## src/rtl/memctrl_pkg.sv

```systemverilog
// memctrl_pkg: shared definitions for the MEMCTRL host-side initiator and
// related on-chip requesters (BIST sequencer).
//   - state_t         : host master transaction state encoding
//   - CE_HALF_DEFAULT : default CLK cycles per CE half-period
//   - *_IDLE          : pin values driven when no transaction is in flight
//   - ce_high         : which states drive CE high
package memctrl_pkg;

  localparam int CE_HALF_DEFAULT = 3;
  localparam int AW_DEFAULT      = 16;
  localparam int DW_DEFAULT      = 8;

  localparam logic CE_IDLE  = 1'b0;
  localparam logic CSB_IDLE = 1'b1;
  localparam logic WEB_IDLE = 1'b1;
  localparam logic OEB_IDLE = 1'b1;

  typedef enum logic [2:0] {
    IDLE   = 3'd0,
    SETUP  = 3'd1,
    PH1_HI = 3'd2,
    PH1_LO = 3'd3,
    PH2_HI = 3'd4,
    PH2_LO = 3'd5
  } state_t;

  // CE is high in SETUP and in both high half-periods.
  function automatic logic ce_high(input state_t s);
    return (s == SETUP) || (s == PH1_HI) || (s == PH2_HI);
  endfunction

endpackage

```

## src/rtl/memctrl_phase_cnt.sv

```systemverilog
// memctrl_phase_cnt: loadable 4-bit down-counter used to time CE half-periods.
// Ports:
//   clk      in   rising-edge clock
//   rstn     in   synchronous active-low reset (count -> 0)
//   load     in   load strobe, has priority over counting
//   load_val in   value loaded on load
//   zero     out  count register equals zero
// The counter decrements every cycle and saturates at zero.
module memctrl_phase_cnt (
  input  logic       clk,
  input  logic       rstn,
  input  logic       load,
  input  logic [3:0] load_val,
  output logic       zero
);

  logic [3:0] cnt_r;

  // Count register: load, else decrement towards zero, else hold.
  always_ff @(posedge clk) begin
    if (!rstn) begin
      cnt_r <= 4'd0;
    end else if (load) begin
      cnt_r <= load_val;
    end else if (cnt_r != 4'd0) begin
      cnt_r <= cnt_r - 4'd1;
    end else begin
      cnt_r <= cnt_r;
    end
  end

  assign zero = (cnt_r == 4'd0);

endmodule

```

## src/rtl/memctrl_host_master.sv

```systemverilog
// memctrl_host_master: converts a valid/ready read/write request into the
// MEMCTRL pin sequence (CE/CSB/WEB/OEB/ADDR/IDATA), captures ODATA on reads
// and pulses done at the end of every transaction.
// Ports:
//   CLK, RSTN            clock, synchronous active-low reset
//   req_valid/req_ready  request handshake (ready only in IDLE)
//   req_we/addr/wdata    request fields, latched on accept
//   done                 one-cycle completion pulse
//   rdata                last captured read data
//   busy                 transaction in flight
//   CE/CSB/WEB/OEB/ADDR/IDATA  registered pins to MEMCTRL
//   ODATA                read data from MEMCTRL
// All outputs except req_ready are registered. Pin registers are loaded with
// the values belonging to the state being entered, so the pins line up with
// the state register cycle for cycle.
module memctrl_host_master
  import memctrl_pkg::*;
#(
  parameter int CE_HALF = CE_HALF_DEFAULT,
  parameter int AW      = AW_DEFAULT,
  parameter int DW      = DW_DEFAULT
) (
  input  logic          CLK,
  input  logic          RSTN,
  input  logic          req_valid,
  output logic          req_ready,
  input  logic          req_we,
  input  logic [AW-1:0] req_addr,
  input  logic [DW-1:0] req_wdata,
  output logic          done,
  output logic [DW-1:0] rdata,
  output logic          busy,
  output logic          CE,
  output logic          CSB,
  output logic          WEB,
  output logic          OEB,
  output logic [AW-1:0] ADDR,
  output logic [DW-1:0] IDATA,
  input  logic [DW-1:0] ODATA
);

  // SETUP already supplies one CE-high cycle, so the first high phase is one short.
  localparam logic [3:0] LOAD_FIRST = 4'(CE_HALF - 2);
  localparam logic [3:0] LOAD_HALF  = 4'(CE_HALF - 1);

  state_t     state_r;
  state_t     state_nxt_s;
  logic       we_r;
  logic       we_nxt_s;
  logic       accept_s;
  logic       cnt_load_s;
  logic [3:0] cnt_val_s;
  logic       cnt_zero_s;
  logic       ce_s;
  logic       csb_s;
  logic       web_s;
  logic       oeb_s;
  logic       done_s;
  logic       busy_s;
  logic       capture_s;

  memctrl_phase_cnt u_phase_cnt (
    .clk      (CLK),
    .rstn     (RSTN),
    .load     (cnt_load_s),
    .load_val (cnt_val_s),
    .zero     (cnt_zero_s)
  );

  assign req_ready = (state_r == IDLE);

  // Next-state, counter load and next pin values.
  always_comb begin
    state_nxt_s = state_r;
    cnt_load_s  = 1'b0;
    cnt_val_s   = 4'd0;
    accept_s    = req_valid && (state_r == IDLE);
    capture_s   = 1'b0;
    done_s      = 1'b0;

    case (state_r)
      IDLE: begin
        if (accept_s) begin
          state_nxt_s = SETUP;
        end else begin
          state_nxt_s = IDLE;
        end
      end
      SETUP: begin
        state_nxt_s = PH1_HI;
        cnt_load_s  = 1'b1;
        cnt_val_s   = LOAD_FIRST;
      end
      PH1_HI: begin
        if (cnt_zero_s) begin
          state_nxt_s = PH1_LO;
          cnt_load_s  = 1'b1;
          cnt_val_s   = LOAD_HALF;
        end else begin
          state_nxt_s = PH1_HI;
        end
      end
      PH1_LO: begin
        if (cnt_zero_s) begin
          state_nxt_s = PH2_HI;
          cnt_load_s  = 1'b1;
          cnt_val_s   = LOAD_HALF;
          capture_s   = !we_r;
        end else begin
          state_nxt_s = PH1_LO;
        end
      end
      PH2_HI: begin
        if (cnt_zero_s) begin
          state_nxt_s = PH2_LO;
          cnt_load_s  = 1'b1;
          cnt_val_s   = LOAD_HALF;
        end else begin
          state_nxt_s = PH2_HI;
        end
      end
      PH2_LO: begin
        if (cnt_zero_s) begin
          state_nxt_s = IDLE;
          done_s      = 1'b1;
        end else begin
          state_nxt_s = PH2_LO;
        end
      end
      default: begin
        state_nxt_s = IDLE;
      end
    endcase

    // On accept the latched direction is not yet valid; use the request field.
    if (accept_s) begin
      we_nxt_s = req_we;
    end else begin
      we_nxt_s = we_r;
    end

    ce_s   = ce_high(state_nxt_s);
    csb_s  = (state_nxt_s != SETUP);
    web_s  = !((state_nxt_s == SETUP) && we_nxt_s);
    // Output enable spans SETUP through PH1_LO for reads only.
    oeb_s  = !(!we_nxt_s && ((state_nxt_s == SETUP) ||
                             (state_nxt_s == PH1_HI) ||
                             (state_nxt_s == PH1_LO)));
    busy_s = (state_nxt_s != IDLE);
  end

  // State, latched request and registered outputs.
  always_ff @(posedge CLK) begin
    if (!RSTN) begin
      state_r <= IDLE;
      we_r    <= 1'b0;
      CE      <= CE_IDLE;
      CSB     <= CSB_IDLE;
      WEB     <= WEB_IDLE;
      OEB     <= OEB_IDLE;
      ADDR    <= {AW{1'b0}};
      IDATA   <= {DW{1'b0}};
      done    <= 1'b0;
      rdata   <= {DW{1'b0}};
      busy    <= 1'b0;
    end else begin
      state_r <= state_nxt_s;
      CE      <= ce_s;
      CSB     <= csb_s;
      WEB     <= web_s;
      OEB     <= oeb_s;
      done    <= done_s;
      busy    <= busy_s;
      if (accept_s) begin
        we_r <= req_we;
        ADDR <= req_addr;
        if (req_we) begin
          IDATA <= req_wdata;
        end
      end
      if (capture_s) begin
        rdata <= ODATA;
      end
    end
  end

endmodule

```

## config.mk

```make
export PLATFORM = sky130hd
export DESIGN_NAME = memctrl_host_master
export DESIGN_NICKNAME = d
export VERILOG_FILES = /design/src/rtl/memctrl_pkg.sv /design/src/rtl/memctrl_phase_cnt.sv /design/src/rtl/memctrl_host_master.sv
export SDC_FILE = /design/constraint.sdc
export NUM_CORES = 1
export LEC_CHECK = 0
export ABC_CLOCK_PERIOD_IN_PS = 2100
export CORE_AREA = 2 2 65 82
export DETAILED_ROUTE_END_ITERATION = 7
export DIE_AREA = 0 0 67 84
export PLACE_DENSITY_LB_ADDON = 0.08
export SYNTH_ARGS = -nofsm -noshare
export SYNTH_HDL_FRONTEND = slang
export SYNTH_SLANG_ARGS = --single-unit
```

## constraint.sdc

```tcl
create_clock -name CLK -period 2.1 [get_ports CLK]
set_input_delay 0.315 -clock CLK [delete_from_list [all_inputs] [get_ports CLK]]
set_output_delay 0.315 -clock CLK [all_outputs]
set_load 0.02 [all_outputs]
```

==> results.txt, run 1 <==
post-synth top area cell = dfxtp_1
first-pass GRT wire length = 6960 µm
Routed WL per cell = 12.1 µm
ANT nets after route = 0
Startpoint Class = flop
Fin. Hold Viols = 0
Internal Pwr Total = 1750 µW
die area = 0.00563 mm²
pin count of the biggest net entering global routing = 27
post-synthesis cell area = 0.00187 mm²
Worst slew margin = 64.8%
vias in the first global route = 1555
Leak = 0.00101 µW
Layout area overhead = 46.9%
Final GP Congestion = 0.764
Crit. End Element = output pin
placed cell count = 340
Post-DP HPWL = 3000 µm
Initial Util = 37.8%
peak supply drop = 0.000488 V
Reg-to-Reg Start = u_phase_cnt.cnt_r[0]$_SDFFE_PN0P_
Area contributors post-synth = dfxtp_1 49%, nand2_1 12%, a21boi_1 6.8%, mux2i_1 4.3%, o21ai_1 3.2%
CTS tree = done
setup TNS = 0 ps
Pwr Total = 2720 µW
final std cell area, no fill = 0.00274 mm²
Hold/Removal Path Class = primary input to flop
initial antenna violation count = 0
hold_buf cts = 0
port bufs = 74
Remaining Overflow, GRT = 0
Sequential Area = 921 µm²
clk_skew = 11.8 ps
cells resized by post-CTS repair = 0
Final Critical Period = 2020 ps
Final Max Slew Viols = 0
routed wire length = 4210 µm
Main synth FF type = dfxtp_1
H-tree depth = 2
Bufs on Longest Clock Path = 2
hold_ws = 346 ps
clock root cell = clkbuf_8
flops & latches, synth = 46
top cell type's share of synthesized area = 49.3%
Critical Path RT = 1780 ps
# rows = 29
Nets = 322
share of cells above drive strength 1 = 6.99%
Gate power share = 38.5%
area of the multi-input gates = 852 µm²
Worst-Margin Slew = 527 ps
Post-synth EDFFs = 0
highest clock rate = 495 MHz
CP Launch Point = state_r[2]$_SDFF_PN0_
Clock Latency Late Sink = 300 ps
Crit Path Category = flop to output pin
Finished Layout Cells = 348
Setup Fix Bufs, Post-CTS = 0
Num CTS Buffers = 5
synth cell count leaders = 61 x nand2_1, 46 x dfxtp_1, 17 x a21boi_1
Overall Global Routing Usage = 15.6%
Mapped Nets = 251
Max Cap Viol = 0
count leader, synth = nand2_1
CORE AREA = 0.00493 mm²
P_sw = 972 µW
Fill cells = 483
P per Cell Area = 993 mW/mm²
status = completed
vias per cell = 4.79
Boundary Pins = 75
Reg power frac = 41.1%
Avg Cell Area, Syn = 8.72 µm²
Sw Share = 35.7%
critical path arrival = 1710 ps
Clock power frac = 20.4%
Unique masters post-synth = 40
largest fanout on the critical path = 11
Die Wd = 67 µm
Post-Syn Instances = 214
Via Count = 1666
Setup-failing EPs final = 0
number of remaining DRC errors = 0
RSZ-0062 raised after global routing = no
period utilisation layout = 96.2%
Sink Count = 46
Inserted Diodes = 0
placed cell area = 0.00265 mm²
drt pass-1 iters = 4
Worst Hold Launch = RSTN
Ys Warns = 0
Async SR Flop Fraction = 0%
sequential share of the synthesized area = 49.3%
DRT iter0 DRCs = 86
Reg clk slew, reported paths = 90 ps
die height = 84 µm
==> layer usage <==
metal  share of wire, %  vias to the layer above  GRT usage (%)  wire length (µm)
met5                  0                        -              0                 0
met4                1.3                        0           5.01                54
met3                7.6                        5           4.59               319
met2                 47                       55           26.0              1960
met1                 45                      737           18.7              1880
li1                   -                      869              -                 -
==> path summary, 6_finish.rpt <==
check	depth (start not counted)	to	slack (ps)
worst max-delay path	2	req_ready	80
worst min-delay path	2	CSB$_SDFF_PN1_	350
worst max register to register	5	rdata[4]$_SDFFE_PN0P_	400
worst min register to register	2	ADDR[0]$_SDFFE_PN0P_	450
==> flip-flops by register name, indices dropped and copies added, names as in the netlist <==
signal,flops
WEB,1
OEB,1
ADDR,16
CE,1
rdata,8
u_phase_cnt.cnt_r,4
done,1
we_r,1
CSB,1
IDATA,8
state_r,3
busy,1
==> power by group through the flow <==
stage / combinational [µW] / sequential, µW / clock, µW
6_report: 1050 / 1120 / 555
5_1_grt: 1160 / 1140 / 602
4_1_cts: 1070 / 1120 / 568
3_5_place_dp: 1060 / 1140 / 0
3_3_place_gp: 1060 / 1140 / 0
2_1_floorplan: 564 / 1230 / 0
==> cell usage in the layout, fill, tap and decap left out, drive strengths merged, types with 2 or more instances in the layout <==
cell	synthesis	routed
a21boi	17	17
nor3	3	3
o21a	2	2
a21oi	4	4
clkdlybuf4s50	0	73
nor2	5	5
clkbuf	4	5
o31ai	2	2
nand2b	2	2
nor2b	3	3
and2	2	2
clkinvlp	0	2
inv	3	4
nand4	8	8
buf	13	8
dfxtp	46	46
o21ai	12	12
nand2	61	61
and3	2	2
mux2i	8	8
==> kinds of logic after synthesis <==
group | Yosys count | share of synthesized area [%]
simple gates | 94 | 23.8
compound gates | 43 | 15.3
buf+inv | 20 | 5.50
xor+xnor | 1 | 0.469
fa+ha+maj | 1 | 0.670
mux | 9 | 4.89
flops | 46 | 49.3
==> worst max-delay path, cell delays in order (launching register included) <==
cell	delay, ps
dfxtp_1	430
nor3_1	310
clkdlybuf4s50_1	670
==> final cells by class <==
class	instances	area share [%]
Tap cell	62	2.83
Timing Repair Buffer	81	28.7
Multi-Input combinational cell	148	31.1
Clock inverter	3	0.867
Clock buffer	5	2.51
Inverter	3	0.411
Sequential cell	46	33.6
==> metrics by stage <==
step	worst slack (ps)	utilization [%]
after detailed placement	239	53.7
after global placement	270	53.7
after global routing	16.3	55.6
final	79.3	55.6
after floorplan	609	-
after CTS	82.5	55.6
Note: power is estimated with default switching activity, not from simulation.
==> run 2: changes to the inputs <==
SKIP_CTS_REPAIR_TIMING = 1   (was not set)
==> results of run 2 <==
The final DEF is identical to that of run 1; final timing and power are the same.
==> run 3: changes to the inputs <==
CTS_CLUSTER_SIZE = 28   (was not set)
==> results of run 3 <==
The final DEF is identical to that of run 1; final timing and power are the same.
